## config.mk

```make
export PLATFORM = sky130hd
export DESIGN_NAME = out_port_fifo
export DESIGN_NICKNAME = d
export VERILOG_FILES = /design/src/rtl/out_port_pkg.sv /design/src/rtl/out_port_chan.sv /design/src/rtl/out_port_fifo.sv
export SDC_FILE = /design/constraint.sdc
export NUM_CORES = 1
export LEC_CHECK = 0
export ABC_AREA = 1
export BUFFER_PORTS_ARGS = -buffer_cell sky130_fd_sc_hd__buf_2
export CAP_MARGIN = 25
export CORE_UTILIZATION = 50
export CTS_BUF_LIST = sky130_fd_sc_hd__clkbuf_2
export DETAILED_ROUTE_END_ITERATION = 8
export GPL_ROUTABILITY_DRIVEN = 0
export PLACE_DENSITY = 0.71
export SYNTH_ARGS = -nofsm -noshare
export SYNTH_HDL_FRONTEND = slang
export SYNTH_SLANG_ARGS = --single-unit
```

## constraint.sdc

```tcl
create_clock -name clk -period 2 [get_ports clk]
set_input_delay 0.5 -clock clk [delete_from_list [all_inputs] [get_ports clk]]
set_output_delay 0.5 -clock clk [all_outputs]
set_load 0.01 [all_outputs]
```

## src/rtl/out_port_pkg.sv

```systemverilog
// rtl/out_port_pkg.sv - shared constants and helpers for the output-port controller
package out_port_pkg;

  localparam logic MODE_LATCH = 1'b0;
  localparam logic MODE_FIFO  = 1'b1;

  // A select of one item still needs a 1-bit field.
  function automatic int clog2_min1(input int n);
    return (n <= 2) ? 1 : $clog2(n);
  endfunction

endpackage

```

## src/rtl/out_port_chan.sv

```systemverilog
// rtl/out_port_chan.sv - one output channel: latched register or FIFO with valid/ready drain
module out_port_chan
  import out_port_pkg::*;
#(
  parameter int DATA_W = 8,
  parameter int DEPTH  = 4
) (
  input  logic              clk,
  input  logic              rst,
  input  logic              mode,
  input  logic              wr_en,
  input  logic [DATA_W-1:0] wr_data,
  input  logic              o_ready,
  input  logic              ovf_clr,
  output logic [DATA_W-1:0] o_data,
  output logic              o_valid,
  output logic              wr_full,
  output logic              ovf
);

  localparam int PW = clog2_min1(DEPTH);
  localparam int CW = PW + 1;

  logic [DATA_W-1:0] mem [DEPTH];
  logic [PW-1:0]     wr_ptr;
  logic [PW-1:0]     rd_ptr;
  logic [CW-1:0]     count;
  logic [DATA_W-1:0] hold_reg;
  logic              mode_q;
  logic              lat_pulse;

  logic flush, is_fifo, full, empty, push, pop, drop, lat_wr;

  // A mode edge turns the next edge into a flush; nothing else happens then.
  assign flush   = (mode != mode_q);
  assign is_fifo = (mode_q == MODE_FIFO);
  assign full    = (count == CW'(DEPTH));
  assign empty   = (count == '0);
  assign push    = is_fifo && wr_en && !flush && !full;
  assign drop    = is_fifo && wr_en && !flush && full;
  assign pop     = is_fifo && !empty && o_ready && !flush;
  assign lat_wr  = (mode_q == MODE_LATCH) && wr_en && !flush;

  always_ff @(posedge clk) begin
    if (push) mem[wr_ptr] <= wr_data;
  end

  always_ff @(posedge clk) begin
    if (rst) begin
      wr_ptr    <= '0;
      rd_ptr    <= '0;
      count     <= '0;
      hold_reg  <= '0;
      mode_q    <= mode;
      lat_pulse <= 1'b0;
      ovf       <= 1'b0;
    end else begin
      mode_q    <= mode;
      lat_pulse <= lat_wr;
      if (flush) begin
        wr_ptr <= '0;
        rd_ptr <= '0;
        count  <= '0;
      end else begin
        if (push) wr_ptr <= wr_ptr + PW'(1);
        if (pop) begin
          rd_ptr   <= rd_ptr + PW'(1);
          hold_reg <= mem[rd_ptr];
        end else if (lat_wr) begin
          hold_reg <= wr_data;
        end
        if (push && !pop)      count <= count + CW'(1);
        else if (pop && !push) count <= count - CW'(1);
      end
      if (drop)         ovf <= 1'b1;
      else if (ovf_clr) ovf <= 1'b0;
    end
  end

  assign o_valid = is_fifo ? !empty : lat_pulse;
  assign o_data  = (is_fifo && !empty) ? mem[rd_ptr] : hold_reg;
  assign wr_full = full;

endmodule

```

## src/rtl/out_port_fifo.sv

```systemverilog
// rtl/out_port_fifo.sv - multi-channel CPU output port with per-channel latched/FIFO mode
module out_port_fifo
  import out_port_pkg::*;
#(
  parameter  int DATA_W = 8,
  parameter  int NUM_CH = 2,
  parameter  int DEPTH  = 4,
  localparam int CH_W   = clog2_min1(NUM_CH)
) (
  input  logic                     clk,
  input  logic                     rst,
  input  logic                     wr_en,
  input  logic [CH_W-1:0]          wr_ch,
  input  logic [DATA_W-1:0]        wr_data,
  output logic [NUM_CH-1:0]        wr_full,
  input  logic [NUM_CH-1:0]        mode,
  output logic [NUM_CH*DATA_W-1:0] o_data,
  output logic [NUM_CH-1:0]        o_valid,
  input  logic [NUM_CH-1:0]        o_ready,
  output logic [NUM_CH-1:0]        ovf,
  input  logic [NUM_CH-1:0]        ovf_clr
);

  // Out-of-range channel numbers match no instance and are silently ignored.
  for (genvar c = 0; c < NUM_CH; c++) begin : g_ch
    logic ch_wr;
    assign ch_wr = wr_en && (wr_ch == CH_W'(c));

    out_port_chan #(
      .DATA_W (DATA_W),
      .DEPTH  (DEPTH)
    ) u_chan (
      .clk     (clk),
      .rst     (rst),
      .mode    (mode[c]),
      .wr_en   (ch_wr),
      .wr_data (wr_data),
      .o_ready (o_ready[c]),
      .ovf_clr (ovf_clr[c]),
      .o_data  (o_data[c*DATA_W +: DATA_W]),
      .o_valid (o_valid[c]),
      .wr_full (wr_full[c]),
      .ovf     (ovf[c])
    );
  end

endmodule

```

==> results of run 1 <==
## final timing paths
| path | cells after the start | end | startpoint |
|---|---|---|---|
| setup / recovery | 8 | o_data[14] | flop |
| hold / removal | 2 | g_ch[0].u_chan.is_fifo$_DFF_P_ | mode[0] |
| setup reg to reg | 12 | g_ch[0].u_chan.count[2]$_SDFFE_PP0P_ | g_ch[0].u_chan.count[0]$_SDFFE_PP0P_ |
| hold reg to reg | 2 | flop | g_ch[0].u_chan.rd_ptr[1]$_SDFFE_PP0N_ |
## per-stage QoR
stage | hold WS, ns | utilization (%) | setup WS (ns) | total power, mW | instance area [um^2]
6_report | 0.115 | 66.9 | -0.281 | 3.60 | 5920
3_5_place_dp | 0.462 | 56.8 | -0.101 | 2.58 | 5030
5_1_grt | 0.0664 | 66.9 | -0.406 | 3.72 | 5920
4_1_cts | 0.00268 | 63.0 | -0.285 | 3.59 | 5580
3_3_place_gp | 0.451 | 56.8 | 0.0135 | 2.57 | 5030
2_1_floorplan | 0.438 | - | 0.0598 | 2.47 | 4640
## kinds of logic (layout without fill, tap and decap cells)
logic type	count (synthesis)	after routing	synth area share [%]
XOR/XNOR	4	4	0.755
AO/OA/AOI/OAI	75	75	8.47
adder cells (fa/ha/maj)	12	12	3.56
flip-flops	104	104	58.7
buffers and inverters	72	162	7.39
multiplexers	1	1	0.216
AND/OR/NAND/NOR	239	241	20.9
## layer usage
layer / vias up / GRT usage (%) / part of all wire [%] / wire length (um)
li1: 1846 / - / - / -
met1: 1778 / 31.2 / 44 / 4890
met2: 108 / 38.0 / 48 / 5350
met3: 16 / 4.80 / 5.7 / 629
met4: 0 / 7.92 / 1.7 / 192
met5: - / 0 / 0 / 0
## where the power goes
group          leakage [nW]  total, mW  internal [mW]  switching [mW]
Sequential            0.907       2.31           2.29          0.0144
Combinational          1.58      0.280          0.110           0.170
Clock                0.0745       1.01          0.216           0.796
## repair_timing
item,in CTS,in global routing
endpoints found under the setup margin,18,22
hold endpoints to repair,0,1
resized for setup,111,75
setup buffers,18,8
hold buffers,0,1
cloned,4,0
pin swaps,38,37
## Yosys cell counts
| master | count |
|---|---|
| a21o_1 | 1 |
| a21oi_1 | 23 |
| a31oi_2 | 1 |
| buf_2 | 8 |
| buf_4 | 10 |
| buf_6 | 2 |
| clkbuf_8 | 1 |
| clkinv_1 | 1 |
| dfxtp_1 | 40 |
| edfxtp_1 | 64 |
| fa_1 | 2 |
| ha_1 | 10 |
| inv_1 | 47 |
| inv_2 | 3 |
| mux2i_1 | 1 |
| nand2_1 | 137 |
| nand2_2 | 2 |
| nand3_1 | 44 |
| nand3_2 | 1 |
| nor2_1 | 53 |
| nor2_2 | 2 |
| o21ai_0 | 42 |
| o21ai_1 | 6 |
| o21ai_2 | 2 |
| xor2_1 | 4 |
## layout make-up
cell class,instances,area share [%]
Tap cell,108,2.28
Multi-Input combinational cell,333,34.0
Inverter,51,3.68
Timing Repair Buffer,95,11.5
Clock buffer,9,0.761
Sequential cell,104,46.5
Clock inverter,7,1.25
==> metrics, run 1 <==
Critical Path Start Type=flop; Pins Over Slew Limit=0; register area share after synthesis=58.7%; WL final=11.1 mm; via/cell ratio=5.30; vias post-DR=3748; Largest register FFs=64; Reg area=2750 um^2; antenna violations before repair=0; GRT Util Overall=23.3%; Netlist cell types=25; Routed WL per cell=15.6 um; Starting DRT DRC Count=235; clock buffer depth=2; RSZ-0062 raised after global routing=true; Core Region=8850 um^2; Inst Count DP=661; Crit Path Max Fanout=7; Worst Skew=0.0518 ns; # IOs=40; Crit. End Element=output pin; Layout Nets=624; failing checks=DRC, setup timing; ratio of cells with drive above 1 in the final layout=37.9%; CTS clk-pin slew, worst paths=0.31 ns; cell area after synthesis=4640 um^2; Die ar.=9660 um^2; # clock sinks=104; most common cell after layout, fill and taps aside=nand2_1; Layout fillers=684; total leakage power=2.56 nW; reg2reg setup slack=0.08 ns; first-pass GRT wire length=17.3 mm; Hold/Removal Path Class=input pin to flop; Post-Syn Area per Cell=9.15 um^2; crit path kind=flop to output pin; top post-synthesis cells by area=edfxtp_1 41%, dfxtp_1 17%, nand2_1 11%; drt drc=2; CTS buffer count=9; Worst VDD drop=331 uV; Post-Syn Nets=537; IO Port Bufs=39; CTS tree=yes; most frequent cells in the layout=100 x nand2_1, 64 x edfxtp_1, 50 x nor2_1; # setup viols final=18; Post-Syn Instances=507; number of H-tree levels=3; total negative slack=-4.04 ns; Yosys warning total=0; status=finished with violations; Worst path top cell family by delay=flip-flops; total gr overflow=0; row count=34; setup ws final=-0.281 ns; post-synth top area share=41.4%; final antenna-violating net count=0; worst path bufs/invs=2; Worst EP required=1.50 ns; period utilization=114%; vias in the first global route=3518; Cell Chain, Critical Path=buf_6 -> nand2_2 -> nand2_2 -> nand2_1 -> o21ai_2 -> nand2_1 -> o21ai_2 -> buf_2; initial core utilization=52.4%; CP max-delay cell=dfxtp_4; largest area contributor in the netlist=edfxtp_1; minimum clock period=2.28 ns; Layout Cells excl Fill=707; clk root buf=clkbuf_2; Die W=98.3 um; 1st-pass router iterations=6; Hold Vio Cnt, Final=0; largest net degree at the start of global routing=22; slowest stage delay, CP=0.49 ns; Slew headroom=76.5%; height of the die=98.3 um; worst path arrival time=1.78 ns; fmax=438 MHz; total of max-cap violations=0; DP Wirelength=6.70 mm; Skew-Pair Late Insertion Delay=0.63 ns; worst slew pin tran=0.353 ns; power density over the cells=608 nW/um^2; multi-input logic area=2010 um^2; Seq cells post-synth=104; Area Overhead vs Synth=27.6%; Antenna Cells=0
(Power assumes the default switching activity.)
==> run 2, diff against run 1 <==
--- a/config.mk
+++ b/config.mk
@@ -12,7 +12,7 @@
 export CTS_BUF_LIST = sky130_fd_sc_hd__clkbuf_2
 export DETAILED_ROUTE_END_ITERATION = 8
 export GPL_ROUTABILITY_DRIVEN = 0
-export PLACE_DENSITY = 0.71
+export PLACE_DENSITY = 0.72
 export SYNTH_ARGS = -nofsm -noshare
 export SYNTH_HDL_FRONTEND = slang
 export SYNTH_SLANG_ARGS = --single-unit
==> metrics, run 2 (synthesis results as in run 1) <==
first-pass GRT wire length=17.6 mm (+1.8%); vias in the first global route=3641 (+3.5%); CTS tree=yes; Die ar.=9660 um^2 (unchanged); total negative slack=-4.77 ns (-0.726 ns); 1st-pass router iterations=7 (+1); DP Wirelength=6.68 mm (-0.28%); Flop pwr share=65.0% (+0.9 points); reg2reg setup slack=-0.24 ns (-0.32 ns); GRT Util Overall=23.8% (+0.49 points); Sw Share=26.5% (-0.71 points); vias post-DR=3871 (+3.3%); Area Overhead vs Synth=28.7%; total leakage power=2.54 nW (-0.86%); Hold/Removal Path Class=input pin to flop; clk root buf=clkbuf_2; Hold Vio Cnt, Final=0 (unchanged); WL final=11.3 mm (+1.9%); clock buffer depth=2 (unchanged); worst path arrival time=1.82 ns (+0.04 ns); minimum clock period=2.32 ns (+0.0372 ns); # clock sinks=104 (unchanged); final antenna-violating net count=0 (unchanged); Worst Skew=0.0291 ns (-0.0226 ns); largest net degree at the start of global routing=21 (-4.5%); antenna violations before repair=0 (unchanged); Slew headroom=75.4% (-1.1 points); drt drc=2 (unchanged); number of H-tree levels=3 (unchanged); # setup viols final=20 (+2); CTS clk-pin slew, worst paths=0.32 ns (about the same); worst slew pin tran=0.365 ns (+0.0129 ns); Die W=98.3 um (unchanged); Worst VDD drop=447 uV (+35%); Worst EP required=1.50 ns (about the same); CTS buffer count=9 (unchanged); Antenna Cells=0 (unchanged); total of max-cap violations=0 (unchanged); most frequent cells in the layout=92 x nand2_1, 64 x edfxtp_1, 58 x buf_4; setup ws final=-0.318 ns (-0.0372 ns); Crit Path Max Fanout=7 (unchanged); # IOs=40 (unchanged); failing checks=DRC, setup timing; via/cell ratio=5.38 (+1.4%); period utilization=116% (+1.9 points); Power Total=3.55 mW (-1.4%); most common cell after layout, fill and taps aside=nand2_1; status=finished with violations; crit path kind=flop to output pin; row count=34 (unchanged); Starting DRT DRC Count=211 (-10%); RSZ-0062 raised after global routing=true; fmax=431 MHz (-1.6%); power density over the cells=595 nW/um^2 (-2.2%); IO Port Bufs=39 (unchanged); clock power share=26.9% (-1.2 points); Crit. End Element=output pin; Comb power frac=8.1% (+0.3 points); initial core utilization=52.4% (unchanged); Skew-Pair Late Insertion Delay=0.60 ns (-0.03 ns); sw power=0.941 mW (-4.0%); Pins Over Slew Limit=0 (unchanged); Layout fillers=685 (+0.15%); Largest register FFs=64 (unchanged); internal power=2.61 mW (-0.42%); total gr overflow=0 (unchanged); Core Region=8850 um^2 (unchanged); Routed WL per cell=15.7 um (about the same); Layout Nets=637 (+2.1%); height of the die=98.3 um (unchanged); ratio of cells with drive above 1 in the final layout=39.5% (+1.6 points); Critical Path Start Type=flop
-- run 2: cell types whose count changed in the layout (fill, tap and decap cells not counted), sizes merged --
cell,previous run,this run
buf,93,107
clkbuf,10,9
clkinv,3,4
clkinvlp,1,2
inv,54,53
nand2,141,140
-- run 2: critical path, stage by stage (launching register included) --
cell and delay (ns):
dfxtp_4 0.56, buf_6 0.16, nand2_2 0.05, nand3_2 0.06, nand2_2 0.08, o21ai_2 0.15
buf_2 0.15
-- run 2: per-layer routing --
| layer | global-route usage (%) | wire (um) | up-vias |
|---|---|---|---|
| li1 | - | - | 1868 |
| met1 | 31.6 | 4620 | 1798 |
| met2 | 38.3 | 5470 | 170 |
| met3 | 3.22 | 765 | 35 |
| met4 | 12.5 | 418 | 0 |
| met5 | 0 | 0 | - |
-- run 2: power by group through the flow --
stage | logic, mW | registers, mW | clock network (mW)
final | 0.286 | 2.31 | 0.955
after global routing | 0.314 | 2.31 | 1.04
after CTS | 0.257 | 2.31 | 0.963
after detailed placement | 0.222 | 2.35 | 0
after global placement | 0.216 | 2.35 | 0
after floorplan | 0.119 | 2.35 | 0
-- run 2: metrics by stage --
step | hold slack (ns) | setup WS [ns] | util [%] | instances | instance area [um^2]
after floorplan | 0.438 | 0.0598 | - | 507 | 4640
after global placement | 0.452 | 0.0142 | 56.6 | 659 | 5010
after detailed placement | 0.459 | -0.0957 | 56.6 | 659 | 5010
after CTS | 0.00918 | -0.259 | 63.4 | 709 | 5610
after global routing | 0.0892 | -0.407 | 67.4 | 720 | 5970
final | 0.127 | -0.318 | 67.4 | 720 | 5970
-- run 2: worst paths after layout --
check / startpoint / end / cells after the start
max reg2reg: flop / g_ch[1].u_chan.hold_reg[2]$_SDFFE_PP0P_ / 15
max: flop / o_data[3] / 6
min reg2reg: g_ch[0].u_chan.ovf$_SDFFE_PP0P_ / g_ch[0].u_chan.ovf$_SDFFE_PP0P_ / 2
min: mode[0] / g_ch[0].u_chan.is_fifo$_DFF_P_ / 2
-- run 2: timing repair --
action | in CTS | in global routing
setup endpoints to repair | 18 | 23
hold buffers | 0 | 1
pin swaps | 36 | 43
buffers inserted | 30 | 11
gates cloned | 4 | 1
resized for setup | 108 | 75
endpoints found under the hold margin | 0 | 1
-- run 2: final cells by class --
cell class / count / area (um^2) / share of cell area [%]
repair inverters: 1 / 11.3 / 0.189
multi-input cells: 332 / 1980 / 33.1
flip-flops and latches: 104 / 2750 / 46.1
well taps: 108 / 135 / 2.27
clock buffers: 9 / 45.0 / 0.755
clock inverters: 7 / 63.8 / 1.07
inverters: 51 / 218 / 3.65
repair buffers: 108 / 769 / 12.9
